===== src/rtl/mul_div_unit_pkg.sv =====
// ============================================================
// mul_div_unit_pkg: shared encodings and defaults for the MDU.
// Rev 1.0
// ============================================================
`default_nettype none

package mul_div_unit_pkg;

  localparam int DEF_WIDTH = 32;
  localparam int DEF_ITER  = 32;

  localparam logic [1:0] OP_MULTU = 2'b00;
  localparam logic [1:0] OP_MULT  = 2'b01;
  localparam logic [1:0] OP_DIVU  = 2'b10;
  localparam logic [1:0] OP_DIV   = 2'b11;

  typedef enum logic [1:0] {
    S_IDLE = 2'd0,
    S_CALC = 2'd1,
    S_FIX  = 2'd2
  } state_t;

  function automatic logic op_is_div(input logic [1:0] op);
    return op[1];
  endfunction

  function automatic logic op_is_signed(input logic [1:0] op);
    return op[0];
  endfunction

endpackage

`default_nettype wire


===== src/rtl/mdu_signfix.sv =====
// ============================================================
// mdu_signfix: conditional two's-complement negate (abs / sign fix-up).
// Rev 1.0
// ============================================================
`default_nettype none

module mdu_signfix #(
  parameter int W = 32
) (
  input  logic [W-1:0] din,
  input  logic         neg,
  output logic [W-1:0] dout
);

  assign dout = neg ? (~din + W'(1)) : din;

endmodule

`default_nettype wire


===== src/rtl/mul_div_unit.sv =====
// ============================================================
// mul_div_unit: iterative radix-2 MIPS multiply/divide with HI/LO.
// Rev 1.0
// ============================================================
`default_nettype none

module mul_div_unit
  import mul_div_unit_pkg::*;
#(
  parameter int WIDTH = DEF_WIDTH,
  parameter int ITER  = DEF_ITER
) (
  input  logic             clk,
  input  logic             rst,
  input  logic             start,
  input  logic [1:0]       op,
  input  logic [WIDTH-1:0] rdata_A,
  input  logic [WIDTH-1:0] rdata_B,
  input  logic             wr_hi,
  input  logic             wr_lo,
  input  logic [WIDTH-1:0] wr_data,
  output logic             busy,
  output logic             done,
  output logic [WIDTH-1:0] hi,
  output logic [WIDTH-1:0] lo
);

  localparam int CNT_W = $clog2(ITER + 1);

  state_t             state;
  state_t             state_nxt;
  logic [1:0]         op_q;
  logic               sa;
  logic               sb;
  logic [WIDTH-1:0]   opnd;
  logic [2*WIDTH-1:0] acc;
  logic [CNT_W-1:0]   cnt;

  logic               neg_a;
  logic               neg_b;
  logic [WIDTH-1:0]   abs_a;
  logic [WIDTH-1:0]   abs_b;
  logic               last_iter;
  logic [WIDTH:0]     msum;
  logic [WIDTH:0]     trial;
  logic               can_sub;
  logic [WIDTH-1:0]   diff;
  logic [WIDTH-1:0]   rem_next;
  logic [2*WIDTH-1:0] prod_fix;
  logic [WIDTH-1:0]   quo_fix;
  logic [WIDTH-1:0]   rem_fix;

  assign neg_a = op_is_signed(op) & rdata_A[WIDTH-1];
  assign neg_b = op_is_signed(op) & rdata_B[WIDTH-1];

  mdu_signfix #(.W(WIDTH)) u_abs_a (.din(rdata_A), .neg(neg_a), .dout(abs_a));
  mdu_signfix #(.W(WIDTH)) u_abs_b (.din(rdata_B), .neg(neg_b), .dout(abs_b));

  // sa/sb are latched already gated by the signed-op bit
  mdu_signfix #(.W(2*WIDTH)) u_fix_prod (.din(acc), .neg(sa ^ sb), .dout(prod_fix));
  mdu_signfix #(.W(WIDTH)) u_fix_quo (.din(acc[WIDTH-1:0]), .neg(sa ^ sb), .dout(quo_fix));
  mdu_signfix #(.W(WIDTH)) u_fix_rem (.din(acc[2*WIDTH-1:WIDTH]), .neg(sa), .dout(rem_fix));

  assign busy      = (state != S_IDLE);
  assign last_iter = (cnt == CNT_W'(ITER - 1));

  // Multiply: acc = {partial product, remaining multiplier bits}.
  // Divide:   acc = {partial remainder, dividend bits shifting into quotient}.
  assign msum     = {1'b0, acc[2*WIDTH-1:WIDTH]} + {1'b0, (acc[0] ? opnd : {WIDTH{1'b0}})};
  assign trial    = {acc[2*WIDTH-1:WIDTH], acc[WIDTH-1]};
  assign can_sub  = (trial >= {1'b0, opnd});
  assign diff     = trial[WIDTH-1:0] - opnd;
  assign rem_next = can_sub ? diff : trial[WIDTH-1:0];

  always_ff @(posedge clk or negedge rst) begin
    if (!rst) state <= S_IDLE;
    else      state <= state_nxt;
  end

  always_comb begin
    state_nxt = state;
    case (state)
      S_IDLE:  if (start) state_nxt = S_CALC;
      S_CALC:  if (last_iter) state_nxt = S_FIX;
      S_FIX:   state_nxt = S_IDLE;
      default: state_nxt = S_IDLE;
    endcase
  end

  always_ff @(posedge clk or negedge rst) begin
    if (!rst) begin
      op_q <= 2'b00;
      sa   <= 1'b0;
      sb   <= 1'b0;
      opnd <= '0;
      acc  <= '0;
      cnt  <= '0;
      hi   <= '0;
      lo   <= '0;
      done <= 1'b0;
    end else begin
      done <= 1'b0;
      case (state)
        S_IDLE: begin
          if (wr_hi) hi <= wr_data;
          if (wr_lo) lo <= wr_data;
          if (start) begin
            op_q <= op;
            sa   <= neg_a;
            sb   <= neg_b;
            cnt  <= '0;
            if (op_is_div(op)) begin
              opnd <= abs_b;
              acc  <= {{WIDTH{1'b0}}, abs_a};
            end else begin
              opnd <= abs_a;
              acc  <= {{WIDTH{1'b0}}, abs_b};
            end
          end
        end
        S_CALC: begin
          cnt <= cnt + CNT_W'(1);
          if (op_is_div(op_q)) acc <= {rem_next, acc[WIDTH-2:0], can_sub};
          else                 acc <= {msum, acc[WIDTH-1:1]};
        end
        S_FIX: begin
          done <= 1'b1;
          if (op_is_div(op_q)) begin
            hi <= rem_fix;
            lo <= quo_fix;
          end else begin
            {hi, lo} <= prod_fix;
          end
        end
        default: ;
      endcase
    end
  end

endmodule

`default_nettype wire


===== config.mk =====
export PLATFORM = sky130hd
export DESIGN_NAME = mul_div_unit
export DESIGN_NICKNAME = d
export VERILOG_FILES = /design/src/rtl/mul_div_unit_pkg.sv /design/src/rtl/mdu_signfix.sv /design/src/rtl/mul_div_unit.sv
export SDC_FILE = /design/constraint.sdc
export NUM_CORES = 1
export LEC_CHECK = 0
export BUFFER_PORTS_ARGS = -buffer_cell sky130_fd_sc_hd__clkbuf_2
export CORE_MARGIN = 2
export CORE_UTILIZATION = 55
export DETAILED_ROUTE_END_ITERATION = 8
export PLACE_DENSITY = 0.79
export SLEW_MARGIN = 15
export SYNTH_ARGS = -nofsm -noshare
export SYNTH_HDL_FRONTEND = slang
export SYNTH_SLANG_ARGS = --single-unit
export TNS_END_PERCENT = 50

===== constraint.sdc =====
create_clock -name clk -period 3.6 [get_ports clk]
set_input_delay 0.36 -clock clk [delete_from_list [all_inputs] [get_ports clk]]
set_output_delay 0.36 -clock clk [all_outputs]
set_load 0.005 [all_outputs]

**Word-level counts from Yosys, hierarchy flattened**

Cells that the tools add are included.

- Multipliers: 0
- Shift-type cells: 0
- Bitwise operators: 8
- Equal/unequal tests: 7
- Mux-type cells: 24
- Reductions and logical operators: 9
- Order comparisons: 1
- Add/subtract/negate cells: 8
- Divide/modulo/power cells: 0

Operator list:

| operator | number |
|---|---|
| two-way mux 32 bit | 12 |
| two-way mux 64 bit | 3 |
| adder 32 x 1 -> 32 bit (second input constant) | 4 |
| inverter 32 bit | 4 |
| one-hot mux 32 bit (2 select lines) | 2 |
| one-hot mux 64 bit (2 select lines) | 1 |
| adder 64 x 1 -> 64 bit (second input constant) | 1 |
| inverter 64 bit | 1 |
| adder 32 x 32 -> 33 bit | 1 |
| >= comparator 33 x 32 -> 1 bit | 1 |
| subtractor 32 bit | 1 |
| one-hot mux 6 bit (2 select lines) | 1 |
| AND reduction 2 bit | 5 |
| != test 2 bit (second input constant) | 4 |
| adder 6 x 1 -> 6 bit (second input constant) | 1 |
| equality test 6 x 5 -> 1 bit (second input constant) | 1 |
| two-way mux 6 bit | 1 |
| nonzero test 2 bit | 3 |
| two-way mux 2 bit | 2 |
| one-hot mux 2 bit (2 select lines) | 1 |
| AND 1 bit | 2 |
| equality test 2 x 1 -> 1 bit (second input constant) | 1 |
| equality test 2 bit (second input constant) | 1 |
| logical NOT 2 bit | 1 |
| 2 further kinds | 2 |

- Memories kept: 0
- Bits in read-only memories: 0
- Bits in latches: 0
- Word-level logic and storage cells: 67
- Output and inout bits: 66
- Bits of input ports: 103
- RAM bits: 0
- Flip-flop bits (word level): 173

**Logic depth before layout (Yosys ltp)**

- Word-level depth: 6
- Mapped depth: 15
- Depth with buffers taken out: 14

**Cells and area by module**

A second synthesis with hierarchy kept.

- Cell total of the unflattened synthesis: 2081
- Area, all modules: 17371.7 um^2

Modules (own cells, without submodules):

| module | cells an instance | instances | seq. area each (um^2) | area an instance (um^2) |
|---|---|---|---|---|
| mul_div_unit | 1488 | 1 | 4304.1 | 12733.5 |
| mdu_signfix (u_abs_a ...) | 99 | 4 | 0.0 | 777.0 |
| mdu_signfix (u_fix_prod) | 197 | 1 | 0.0 | 1530.2 |

**Least setup slack after synthesis**

No wires, ideal clock.

- Kind: flip-flop to flip-flop
- Start point: reg acc[0]
- End point: reg acc[55]
- Clock period less this slack: 3427 ps
- Cell stages (with the launch flop): 16
- Setup slack: 173 ps
- Path buffers: 2
- Arrival: 3349 ps
- Data required time: 3523 ps
- Library setup time: 77 ps
- Cell sequence: dfrtp_1 clkbuf_1 inv_1 clkbuf_1 nor2_1 ha_1 a21o_1 a21oi_1 a21boi_0 o32ai_1 o31ai_1 o211ai_1 mux2i_1 xnor2_1 a221o_1 a21oi_1

- Longest elaborated chain between the ends: 4

Ends and longest elaborated chain:

| what | RTL line | source |
|---|---|---|
| from (decl) | mul_div_unit.sv:36 | `logic [2*WIDTH-1:0] acc;` |
| from (signal assigned) | mul_div_unit.sv:114 | `acc <= {{WIDTH{1'b0}}, abs_a};` |
| from (signal assigned) | mul_div_unit.sv:117 | `acc <= {{WIDTH{1'b0}}, abs_b};` |
| from (signal assigned) | mul_div_unit.sv:123 | `if (op_is_div(op_q)) acc <= {rem_next, acc[WIDTH-2:0], can_sub};` |
| two-way mux 32 bit | mul_div_unit.sv:69 | `assign msum = {1'b0, acc[2*WIDTH-1:WIDTH]} + {1'b0, (acc[0] ? opnd : {WIDTH{1'b0}})};` |
| adder 32 x 32 -> 33 bit | mul_div_unit.sv:69 |  |
| two-way mux 64 bit | mul_div_unit.sv:123 |  |
| one-hot mux 64 bit (2 select lines) | mul_div_unit.sv:103 | `case (state)` |

No other way between the ends.
A chain may end at the register's enable or synchronous reset.

**Worst setup path in the final report**

Same ends and word-level chain as after synthesis.

==> metrics.txt <==
status=finished clean; Hold Vio Cnt, Final=0; Clock Tree Buf Depth=2; initial antenna violation count=0; PwrDens=about 950 mW/mm2; Hold Crit Depth=3; register area share after synthesis=between 20 and 30%; Initial Util=between 50% and 60%; top cells by area in the synthesized netlist=dfrtp_1, o21ai_0, nor2_1; Tmin final=roughly 3.5 ns; Syn Inst Count=~1.9k; Pint=around 8 mW; final setup margin=0.0880 ns; worst slew pin tran=between 1 and 1.5 ns; WP buf/inv=2; Worst-path clk slew=approximately 0.09 ns; synthesized area=approximately 0.015 mm2; Worst path top cell family by delay=compound AO/OA/AOI/OAI gates; share of cells above drive strength 1=roughly 16%; Ys Warns=0; CORE AREA=between 0.02 and 0.03 mm2; fill count=between 2k and 2.5k; Residual DRC=0; critical path fanouts, max=5; number of global-route vias before repair=between 10k and 15k; Die H=around 170 um; Async SR Flop Fraction=100%; part of the cycle the worst path needs=97.6%; Reg area=around 0.0043 mm2; R2R depth=15; Worst Hold Class=primary input to register; Critical Path Stages=15; max_slew headroom=between 30% and 40%; max-cap violation count=0; Post-synth top flop=dfrtp_1; TritonCTS Buffers=17; final net count=2261; Comb power frac=between 60% and 70%; Sw Share=about half; critical path endpoint category=register; die area=roughly 0.028 mm2; Post-synth EDFFs=0; most frequent cell after synthesis=nor2_1; Post-DP HPWL=about 40000 um; Arrival @ worst endpoint=~3.9 ns; first-pass GRT wire length=a little under 80000 um; Yosys top cell by area=dfrtp_1; largest net degree at the start of global routing=97; RSZ-0062 raised after global routing=true; IO Port Bufs=around 170; register share of total power=21.8%; area of the multi-input gates=between 0.009 and 0.01 mm2; Mapped Nets=2105; synth cell count leaders=nor2_1, nand2_1, o21ai_0, a21oi_1, dfrtp_1; post-synth top area share=between 20% and 30%; total number of vias=~16k; Setup CP Type=register to register; startpoint types=register; syn avg cell area=between 7 and 8 um2; top-level I/O count=169; fmax=285 MHz; GPL Wtd Cong=about 1; First DRT Iteration DRCs=between 1.5k and 2k; Synth-to-Final Area Change=15.5%; max-slew violations=0; Place WS=-0.0782 ns; Worst Skew=0.0170 ns; WL per Instance=21.3 um; All-Layer GR Usage=a little over a third; post-route antenna net violation count=0; CP max stage delay=about 0.43 ns; post-synthesis cell type count=67; DR vias/cell=roughly 6.4; final setup fails=0; clock tree root driver cell=clkbuf_16; worst-path cell chain=and2_1 -> ha_1 -> inv_1 -> fa_1 -> nor2b_1 -> o2111ai_1 -> a21boi_1 -> o32ai_1 -> o31ai_1 -> buf_4 -> o211ai_1 -> mux2i_1 -> xnor2_1 -> a221o_1 -> a21oi_1; final total power=approximately 16 mW; total routed wirelength=between 50000 and 60000 um; DR pass1 iterations=6; gr ovfl total=0; FF+latch count, synth=172; switching power=~8 mW; chip width=168 um; Ant. Diodes=0; worst skew pair latency=0.45 ns; Layout Utilization=64.0%; Cell Count, Final, Fillers Out=2441; Clk pwr share=12.5%; CTS H-tree depth=4; dpl cells=between 2k and 2.5k; Req. time, crit path=3.97 ns; Cell Rows=60; Max VDD drop=~0.00045 V; Leak Pwr=around 7.5 nW; slowest CP cell=a221o_1; TritonCTS Sinks=172; TritonCTS clock tree=built
-- cells in the final DEF (no fill, tap or decap), drive strengths merged, types with 15 or more instances in the layout --
master / synthesis / layout
nor2: 231 / 231
nand2: 205 / 205
o21ai: 186 / 186
clkbuf: 103 / 185
a21oi: 172 / 172
dfrtp: 172 / 172
xnor2: 98 / 98
buf: 24 / 95
xor2: 78 / 78
inv: 65 / 71
ha: 69 / 69
a211oi: 52 / 52
nor3: 42 / 42
mux2i: 41 / 41
o31ai: 38 / 38
o211ai: 33 / 33
a21o: 27 / 27
nand2b: 22 / 22
a221oi: 22 / 22
nand4: 21 / 21
nand3: 19 / 19
a22oi: 16 / 16
nor4: 16 / 16
a31oi: 15 / 15
-- metrics by stage --
| stage | area, um2 | hold slack (ns) | setup TNS, ns |
|---|---|---|---|
| after detailed placement | 16300 | 0.432 | -0.177 |
| after global placement | 16300 | 0.423 | -0.0175 |
| after global routing | 17100 | 0.213 | -0.124 |
| after CTS | 17000 | 0.190 | 0 |
| final | 17100 | 0.206 | 0 |
| after floorplan | 14800 | 0.0644 | 0 |
-- sequential cells by signal, summed over array words and instances, names as in the netlist --
register / flops
acc: 64
hi: 32
lo: 32
opnd: 32
cnt: 6
state: 2
done: 1
op_q: 1
sa: 1
sb: 1
-- area by class of cell --
cell class / instances / share of cell area [%]
flip-flops and latches: 172 / 25.2
repair buffers: 264 / 9.58
well taps: 341 / 2.49
inverters: 65 / 1.43
multi-input cells: 1567 / 57.6
clock buffers: 17 / 2.49
clock inverters: 15 / 1.27
-- routing by layer --
metal  part of all wire, %  track usage (%)
met2                    43             53.4
met1                    43             51.9
met4                   3.9             13.8
met3                    10             6.04
met5                     0                0
-- tightest hold or removal path: cells and delay by family --
kind / cells / cell delay (ns)
AO/OA/AOI/OAI: 2 / 0.16
buffers and inverters: 1 / 0.09
-- worst paths after layout --
| path | slack [ns] | end | startpoint |
|---|---|---|---|
| max in group asynchronous | 2.20 | opnd[19]$_DFFE_PN0P_ | rst |
| worst max-delay path | 0.09 | acc[55]$_DFFE_PN0P_ | acc[0]$_DFFE_PN0P_ |
| worst min-delay path | 0.21 | hi[26]$_DFFE_PN0P_ | wr_data[26] |
| min in group asynchronous | 0.49 | cnt[4]$_DFFE_PN0P_ | rst |
| worst min register to register | 0.48 | lo[5]$_DFFE_PN0P_ | lo[5]$_DFFE_PN0P_ |
| worst max register to register | 0.09 | acc[55]$_DFFE_PN0P_ | acc[0]$_DFFE_PN0P_ |
-- timing repair --
| action | CTS | global route |
|---|---|---|
| pin swaps | 0 | 3 |
| setup endpoints to repair | 3 | 20 |
| hold buffers | 1 | 0 |
| endpoints found under the hold margin | 24 | 0 |
| setup buffers | 0 | 4 |
| resized for setup | 1 | 18 |
| gates cloned | 0 | 1 |
-- kinds of logic after synthesis --
group                      after synthesis  share of synthesized area [%]
AOI/OAI and AO/OA                      650                           27.3
xor gates and xnor gates               176                           10.4
adders and majority gates               71                           6.10
buffers and inverters                  192                           5.08
DFF                                    172                           29.1
muxes                                   45                           3.07
and+or+nand+nor                        625                           19.0
-- power groups by stage --
stage	Combinational, mW	Sequential (mW)	Clock, mW
after CTS	10.1	3.49	2.02
after global placement	9.90	3.50	0
after global routing	11.5	3.62	2.09
after detailed placement	10.0	3.52	0
final	10.6	3.54	2.02
after floorplan	6.82	3.30	0
Note: power is estimated with default switching activity, not from simulation.
